===== src/rtl/fifo16x8_ctrl_pkg.sv =====
// fifo16x8_ctrl shared definitions.
// Widths and sizes for the 16x8 RAM-backed FIFO controller.
package fifo16x8_ctrl_pkg;

    localparam int DW    = 8;
    localparam int AW    = 4;
    localparam int DEPTH = 16;
    localparam int CAP   = 17;
    localparam int LW    = 5;

    typedef logic [DW-1:0] data_t;
    typedef logic [AW-1:0] addr_t;
    typedef logic [LW-1:0] lvl_t;

    // RAM is full when it holds DEPTH words.
    function automatic logic ram_full(input lvl_t cnt);
        return cnt == lvl_t'(DEPTH);
    endfunction

endpackage


===== src/rtl/fifo16x8_ctrl_if.sv =====
// fifo16x8_ctrl bus: push, pop, status and RAM ports.
// master = producer/consumer/RAM side, slave = controller.
interface fifo16x8_ctrl_if;
    import fifo16x8_ctrl_pkg::*;

    logic  in_valid;
    data_t in_data;
    logic  in_ready;
    logic  out_valid;
    data_t out_data;
    logic  out_ready;
    lvl_t  level;
    logic  almost_full;
    logic  ovf;
    logic  ram_wen;
    addr_t ram_w_addr;
    data_t ram_wr_data;
    logic  ram_ren;
    addr_t ram_r_addr;
    data_t ram_dout;

    modport master (
        output in_valid, in_data, out_ready, ram_dout,
        input  in_ready, out_valid, out_data, level, almost_full, ovf,
        input  ram_wen, ram_w_addr, ram_wr_data, ram_ren, ram_r_addr
    );

    modport slave (
        input  in_valid, in_data, out_ready, ram_dout,
        output in_ready, out_valid, out_data, level, almost_full, ovf,
        output ram_wen, ram_w_addr, ram_wr_data, ram_ren, ram_r_addr
    );

endinterface


===== src/rtl/fifo16x8_ctrl.sv =====
// fifo16x8_ctrl: pointers, count and show-ahead stage for ram16x8.
// Capacity 17 = 16 RAM words + 1 output-stage word.
module fifo16x8_ctrl
    import fifo16x8_ctrl_pkg::*;
#(
    parameter int AF_LEVEL = 14
) (
    input  logic clock,
    input  logic rst,
    fifo16x8_ctrl_if.slave bus
);

    addr_t r_wptr;
    addr_t r_rptr;
    lvl_t  r_cnt;
    logic  r_ov;
    logic  r_ovf;

    logic  w_in_ready;
    logic  w_push;
    logic  w_fire;
    logic  w_ren;
    lvl_t  w_level;

    // Ready depends only on registered count; no pop-to-ready path.
    always_comb begin
        w_in_ready = ~ram_full(r_cnt);
        w_push     = bus.in_valid & w_in_ready & ~rst;
        w_fire     = r_ov & bus.out_ready;
        w_ren      = (r_cnt != '0) & (~r_ov | bus.out_ready) & ~rst;
        w_level    = r_cnt + {{(LW-1){1'b0}}, r_ov};
    end

    assign bus.in_ready    = w_in_ready;
    assign bus.out_valid   = r_ov;
    assign bus.out_data    = bus.ram_dout;
    assign bus.level       = w_level;
    assign bus.almost_full = int'(w_level) >= AF_LEVEL;
    assign bus.ovf         = r_ovf;
    assign bus.ram_wen     = w_push;
    assign bus.ram_w_addr  = r_wptr;
    assign bus.ram_wr_data = bus.in_data;
    assign bus.ram_ren     = w_ren;
    assign bus.ram_r_addr  = r_rptr;

    // Pointer, count, output-stage and overflow state update.
    always_ff @(posedge clock) begin
        if (rst) begin
            r_wptr <= '0;
            r_rptr <= '0;
            r_cnt  <= '0;
            r_ov   <= 1'b0;
            r_ovf  <= 1'b0;
        end else begin
            if (w_push) r_wptr <= r_wptr + addr_t'(1);
            if (w_ren)  r_rptr <= r_rptr + addr_t'(1);
            r_cnt <= r_cnt + {{(LW-1){1'b0}}, w_push}
                           - {{(LW-1){1'b0}}, w_ren};
            if (w_ren)       r_ov <= 1'b1;
            else if (w_fire) r_ov <= 1'b0;
            r_ovf <= bus.in_valid & ~w_in_ready;
        end
    end

endmodule


===== src/flat_wrapper.sv =====
// flat-port wrapper written by rule: the top's interface ports become plain ports
module fifo16x8_ctrl_flat import fifo16x8_ctrl_pkg::*;
#(
    parameter int AF_LEVEL = 14
)
  (clock, rst, bus_in_valid, bus_in_data, bus_out_ready, bus_ram_dout, bus_in_ready, bus_out_valid, bus_out_data, bus_level, bus_almost_full, bus_ovf, bus_ram_wen, bus_ram_w_addr, bus_ram_wr_data, bus_ram_ren, bus_ram_r_addr);
  fifo16x8_ctrl_if bus_i ();
  input  logic clock;
  input  logic rst;
  input wire logic [$bits(bus_i.in_valid)-1:0] bus_in_valid;
  input wire logic [$bits(bus_i.in_data)-1:0] bus_in_data;
  input wire logic [$bits(bus_i.out_ready)-1:0] bus_out_ready;
  input wire logic [$bits(bus_i.ram_dout)-1:0] bus_ram_dout;
  output wire logic [$bits(bus_i.in_ready)-1:0] bus_in_ready;
  output wire logic [$bits(bus_i.out_valid)-1:0] bus_out_valid;
  output wire logic [$bits(bus_i.out_data)-1:0] bus_out_data;
  output wire logic [$bits(bus_i.level)-1:0] bus_level;
  output wire logic [$bits(bus_i.almost_full)-1:0] bus_almost_full;
  output wire logic [$bits(bus_i.ovf)-1:0] bus_ovf;
  output wire logic [$bits(bus_i.ram_wen)-1:0] bus_ram_wen;
  output wire logic [$bits(bus_i.ram_w_addr)-1:0] bus_ram_w_addr;
  output wire logic [$bits(bus_i.ram_wr_data)-1:0] bus_ram_wr_data;
  output wire logic [$bits(bus_i.ram_ren)-1:0] bus_ram_ren;
  output wire logic [$bits(bus_i.ram_r_addr)-1:0] bus_ram_r_addr;
  assign bus_i.in_valid = bus_in_valid;
  assign bus_i.in_data = bus_in_data;
  assign bus_i.out_ready = bus_out_ready;
  assign bus_i.ram_dout = bus_ram_dout;
  assign bus_in_ready = bus_i.in_ready;
  assign bus_out_valid = bus_i.out_valid;
  assign bus_out_data = bus_i.out_data;
  assign bus_level = bus_i.level;
  assign bus_almost_full = bus_i.almost_full;
  assign bus_ovf = bus_i.ovf;
  assign bus_ram_wen = bus_i.ram_wen;
  assign bus_ram_w_addr = bus_i.ram_w_addr;
  assign bus_ram_wr_data = bus_i.ram_wr_data;
  assign bus_ram_ren = bus_i.ram_ren;
  assign bus_ram_r_addr = bus_i.ram_r_addr;
  fifo16x8_ctrl #(.AF_LEVEL(AF_LEVEL)) u_core (.clock(clock), .rst(rst), .bus(bus_i));
endmodule

===== config.mk =====
export PLATFORM = sky130hd
export DESIGN_NAME = fifo16x8_ctrl_flat
export DESIGN_NICKNAME = d
export VERILOG_FILES = /design/src/rtl/fifo16x8_ctrl_pkg.sv /design/src/rtl/fifo16x8_ctrl_if.sv /design/src/rtl/fifo16x8_ctrl.sv /design/src/flat_wrapper.sv
export SDC_FILE = /design/constraint.sdc
export NUM_CORES = 1
export LEC_CHECK = 0
export CAP_MARGIN = 20
export CORE_UTILIZATION = 34
export DETAILED_ROUTE_END_ITERATION = 6
export GPL_ROUTABILITY_DRIVEN = 1
export PLACE_DENSITY = 0.7
export RECOVER_POWER = 50
export SLEW_MARGIN = 0
export SYNTH_ARGS = -nofsm -noshare
export SYNTH_HDL_FRONTEND = slang
export SYNTH_SLANG_ARGS = --single-unit

===== constraint.sdc =====
create_clock -name clock -period 3.65 [get_ports clock]
set_input_delay 0.73 -clock clock [delete_from_list [all_inputs] [get_ports clock]]
set_output_delay 0.73 -clock clock [all_outputs]
set_load 0.01 [all_outputs]

; ---- Yosys cells after proc, flatten, opt, wreduce, memory -nomap -nowiden
; Cells that the tools add are included.
[word_totals]
output_inout_bits = 35
romBits = 0
memories = 0
input_bits = 20
wordCells = 26
latch_bits = 0
ramBits = 0
reg_bits = 15
[op_classes]
n_addsub = 5
mul = 0
n_div = 0
magnitude_cmp = 1
shift = 0
bitwise_logic = 10
n_eq_ne = 1
mux = 2
reduce_logical = 2
[op_table]
columns = op, count
row1 = 5-bit by 1-bit adder with 5-bit output, 2
row2 = "4-bit by 1-bit adder with 4-bit output, second input constant", 2
row3 = 1-bit AND, 6
row4 = "5-bit equality test, second input constant", 1
row5 = "5-bit by 4-bit greater-or-equal comparator with 1-bit output, second input constant", 1
row6 = 5-bit nonzero test, 1
row7 = 5-bit by 1-bit subtractor with 5-bit output, 1
row8 = 1-bit inverter, 3
row9 = 1-bit two-way mux, 2
row10 = 2-bit nonzero test, 1
row11 = 1-bit OR, 1

; ---- Logic depth before layout (Yosys ltp)
[depth]
word_depth = 6
mapped_depth = 12
ltp_nobuf = 12

; ---- Least setup slack after synthesis
; OpenSTA, ideal clock, no wires.
[synth_timing]
path_type = input-to-reg
start = in rst
end = reg u_core.r_cnt[4]
setup_ns = 0.070
required_time_ns = 3.580
arrival_ns = 2.920
stages = 10
path_buffers = 2
slack_ns = 0.660
path_cell_list = buf_2 > buf_1 > nor3_1 > ha_1 > inv_1 > ha_1 > fa_1 > a21o_1 > a2111oi_0 > o21bai_1
[synth_via]
word_cells_on_any_way = 5
cone_classes = add/sub: 2 / bitwise: 3
[synth_rtl]
columns = item, line_no
row1 = start: declaration, flat_wrapper.sv:9  ; input logic rst;
row2 = 1-bit inverter, fifo16x8_ctrl.sv:30  ; w_ren = (r_cnt != '0) & (~r_ov | bus.out_ready) & ~rst;
row3 = 1-bit AND, fifo16x8_ctrl.sv:30
row4 = net bus_ram_ren, flat_wrapper.sv:23  ; output wire logic [$bits(bus_i.ram_ren)-1:0] bus_ram_ren;
row5 = 5-bit by 1-bit subtractor with 5-bit output, fifo16x8_ctrl.sv:58  ; - {{(LW-1){1'b0}}, w_ren};
row6 = end signal: assignment, fifo16x8_ctrl.sv:57  ; r_cnt <= r_cnt + {{(LW-1){1'b0}}, w_push}
row7 = end: declaration, fifo16x8_ctrl.sv:15  ; lvl_t r_cnt;
; The timed path passes the listed nets, and every way through them passes these cells.
; A chain may end at the register's enable or synchronous reset.

; ---- Worst setup path in the final report
[layout_timing]
start = reg u_core.r_cnt[2]
end = reg u_core.r_cnt[4]
[layout_via]
elab_chain_cells = 6
word_cells_on_any_way = 9
cone_classes = add/sub: 2 / eq/ne: 1 / bitwise: 5 / reduce/logical: 1
[layout_rtl]
columns = item, line_no
row1 = 5-bit equality test, fifo16x8_ctrl_pkg.sv:17  ; return cnt == lvl_t'(DEPTH);
row2 = 1-bit inverter, fifo16x8_ctrl.sv:27  ; w_in_ready = ~ram_full(r_cnt);
row3 = 1-bit AND (2 in a row), fifo16x8_ctrl.sv:28  ; w_push = bus.in_valid & w_in_ready & ~rst;
row4 = 5-bit by 1-bit adder with 5-bit output, fifo16x8_ctrl.sv:57
row5 = 5-bit by 1-bit subtractor with 5-bit output (*), fifo16x8_ctrl.sv:58
; Every way passes the cells marked *; elsewhere a longest branch is shown, timed or not.

==> impl_metrics.toml <==
[placement]
place_area_um2 = 1150
dp.cells = 147
dp_hpwl_mm = 1.54
place_congestion = 0.746
portBuffers = 22
place_ws_ps = 232

[yosys]
synth_nets = 144
synth_edf_count = 0
synth.ff_latch_count = 15
yosys_warnings = 0
dominantRegCellSynth = "dfxtp_1"
yosysSeqAreaShare_pct = 29.6
syn_inst = 111
postSynthAreaPerCell_um2 = 9.15
yosys.area.top_type_share_pct = 29.6
synth_common_cells = "buf_4, dfxtp_1, ha_1, a21oi_1, inv_1"
syn_area_um2 = 1020
synthTopCellsByArea = "dfxtp_1, ha_1, buf_4"
ys_async_sr_fraction_pct = 0
synth_cell_type_count = 31
yosys.area.top_type = "dfxtp_1"
yosysMostFrequentCell = "buf_4"

[sta]
fin_crit_sh_pct = 87.3
min_period_ps = 3190
finalSetupViolations = 0
hold_ws_ps = 494
worst_slew_pin_slew_ps = 800
relSlewSlack_pct = 46.5
drv_slew = 0
setup_ws_ps = 463
setup_tns_ps = 0
hold_viol_final = 0
finalClockSkew_ps = 4.66
max_clock_freq_mhz = 314
rsz0062_at_grt = "false"

[setup_path]
regToRegStartpoint = "u_core.r_cnt[2]$_SDFF_PP0_"
worstSetupStartpointType = "register"
crit_path_cell_trace = "inv_1 > ha_1 > nor4b_2 > nor3_1 > ha_1 > inv_1 > ha_1 > fa_1 > a21o_1 > a2111oi_0 > o21bai_1"
end_kind = "register"
critPathBufInv = 2
critPathTopFamily = "adder cells"
r2r_cells = 11
crit_cells = 11
cp_max_fo = 10
crit_path_max_incr_delay_ps = 660
required_ps = 3890
rr_endpoint = "u_core.r_cnt[4]$_SDFF_PP0_"
crit_type = "register to register"
rrSetupSlack_ps = 460
worstSetupStartpoint = "u_core.r_cnt[2]$_SDFF_PP0_"
crit_top_cell = "ha_1"
cpMaxStageDelayCell = "nor4b_2"
crit_end = "u_core.r_cnt[4]$_SDFF_PP0_"
cp.arrival_ps = 3430

[layout]
syn2layout_area_growth_pct = 15.1
final_area_um2 = 1170
nets = 154
diodes = 0
drive_gt1_share_pct = 7.50
postLayoutCoreUtil_pct = 41.7
final_cells = 151

[detailed_routing]
drt-vias-per-instance = 5.23
ant_nets = 0
wl_per_cell_um = 13.2
drc = 10
first_pass_iters = 6
wl_mm = 2.00
drtIter0Drc = 44
vias = 790

[cts]
post-cts-setup-buffers = 0
postCtsHoldBufs = 0
cts_num_sinks = 15
post_cts_resized = 0
numCtsBuffers = 3
cts-root-buf = "clkbuf_4"
cts_tree = "yes"
clock_path_buffers = 2
h-tree-depth = 1
clk-insertion-delay-late_ps = 300
clk_pin_slew_worst_paths_ps = 100

[grt]
grt_pass1_wl_mm = 3.53
grt_max_degree = 18
grt_usage_pct = 14.6
antenna_found_initial = 0
grt_pass1_vias = 820
overflow = 0

[die]
ios = 55
rows = 19
die_h_um = 56.7
initial_core_util_pct = 36.2
core_um2 = 2810
fp.dieW_um = 56.7
dieArea_um2 = 3210

[run_status]
violations = "DRC"
status = "finished with violations"

[worst_hold_path]
hold_path.class = "register to register"
worstHoldPathCells = 2

[flow_run]
drv_cap = 0

[power_and_ir_drop]
total_power_mw = 0.841
p_per_area_nw_per_um2 = 719
vdd_drop_max_mv = 0.197
leakage_nw = 0.489
## flip-flops by register name, indices dropped and copies added (netlist names)
name and count:
u_core.bus.out_valid 1, u_core.bus.ovf 1, u_core.r_cnt 5, u_core.bus.ram_w_addr 4, u_core.bus.ram_r_addr 4
## worst min path at each step
stage / start / to / slack, ps
CTS: u_core.bus.ram_r_addr[3]$_SDFFE_PP0P_ / u_core.bus.ram_r_addr[3]$_SDFFE_PP0P_ / 500
global route: u_core.bus.ram_r_addr[3]$_SDFFE_PP0P_ / u_core.bus.ram_r_addr[3]$_SDFFE_PP0P_ / 520
global placement: u_core.bus.ram_w_addr[2]$_SDFFE_PP0P_ / u_core.bus.ram_w_addr[2]$_SDFFE_PP0P_ / 470
finish: u_core.bus.ram_r_addr[3]$_SDFFE_PP0P_ / u_core.bus.ram_r_addr[3]$_SDFFE_PP0P_ / 490
detailed placement: u_core.bus.ram_w_addr[2]$_SDFFE_PP0P_ / u_core.bus.ram_w_addr[2]$_SDFFE_PP0P_ / 470
floorplan: u_core.bus.ram_w_addr[2]$_SDFFE_PP0P_ / u_core.bus.ram_w_addr[2]$_SDFFE_PP0P_ / 490
## area by class of cell
type	instances	area, um2
Sequential cell	15	300
Clock buffer	3	22.5
Clock inverter	1	5.00
Timing Repair Buffer	23	224
Inverter	9	33.8
Multi-Input combinational cell	69	546
Tap cell	31	38.8
Fill cell	281	1640
## routing by layer
| layer | vias up | global-route usage (%) | routed length [um] |
|---|---|---|---|
| li1 | 381 | - | - |
| met4 | 0 | 11.8 | 73 |
| met3 | 15 | 4.15 | 114 |
| met5 | - | 0 | 0 |
| met1 | 367 | 16.0 | 844 |
| met2 | 27 | 23.3 | 963 |
## kinds of logic (layout without fill, tap and decap cells)
family | count (synthesis) | after routing | synth area share [%]
AOI/OAI and AO/OA | 20 | 20 | 12.1
xor gates and xnor gates | 5 | 5 | 4.31
adders and majority gates | 13 | 13 | 16.7
buffers and inverters | 27 | 36 | 16.0
DFF | 15 | 15 | 29.6
muxes | 3 | 3 | 3.20
and+or+nand+nor | 28 | 28 | 18.1
## cells in the final DEF (no fill, tap or decap)
cell,netlist,routed
a2111oi_0,1,1
a21o_1,2,2
a21oi_1,9,9
a31o_2,1,1
and4bb_4,1,1
clkbuf_1,0,1
clkbuf_4,0,3
clkdlybuf4s50_1,0,21
clkinv_2,0,1
dfxtp_1,15,15
dlygate4sd3_1,0,1
fa_1,1,1
ha_1,12,12
inv_1,9,9
mux2_2,2,2
mux2i_1,1,1
nand2_1,3,3
nand2b_1,3,4
nand3_1,3,3
nand3b_1,1,1
nor2_1,4,4
nor2b_1,5,5
nor3_1,1,1
nor4b_2,1,1
o21ai_0,1,1
o21ai_1,2,2
o21bai_1,1,1
o31ai_1,3,3
or3_1,2,2
or4_1,3,3
xnor2_1,3,3
xor2_1,2,2
## power breakdown
| group | internal (mW) | switching (mW) | leakage (nW) |
|---|---|---|---|
| logic | 0.258 | 0.218 | 0.348 |
| clock network | 0.0409 | 0.0599 | 0.0177 |
| registers | 0.209 | 0.0553 | 0.123 |
## tightest hold or removal path, stage by stage (launching register included)
cell and delay (ps):
dfxtp_1 330, o31ai_1 70, a21oi_1 60
(Power assumes the default switching activity.)
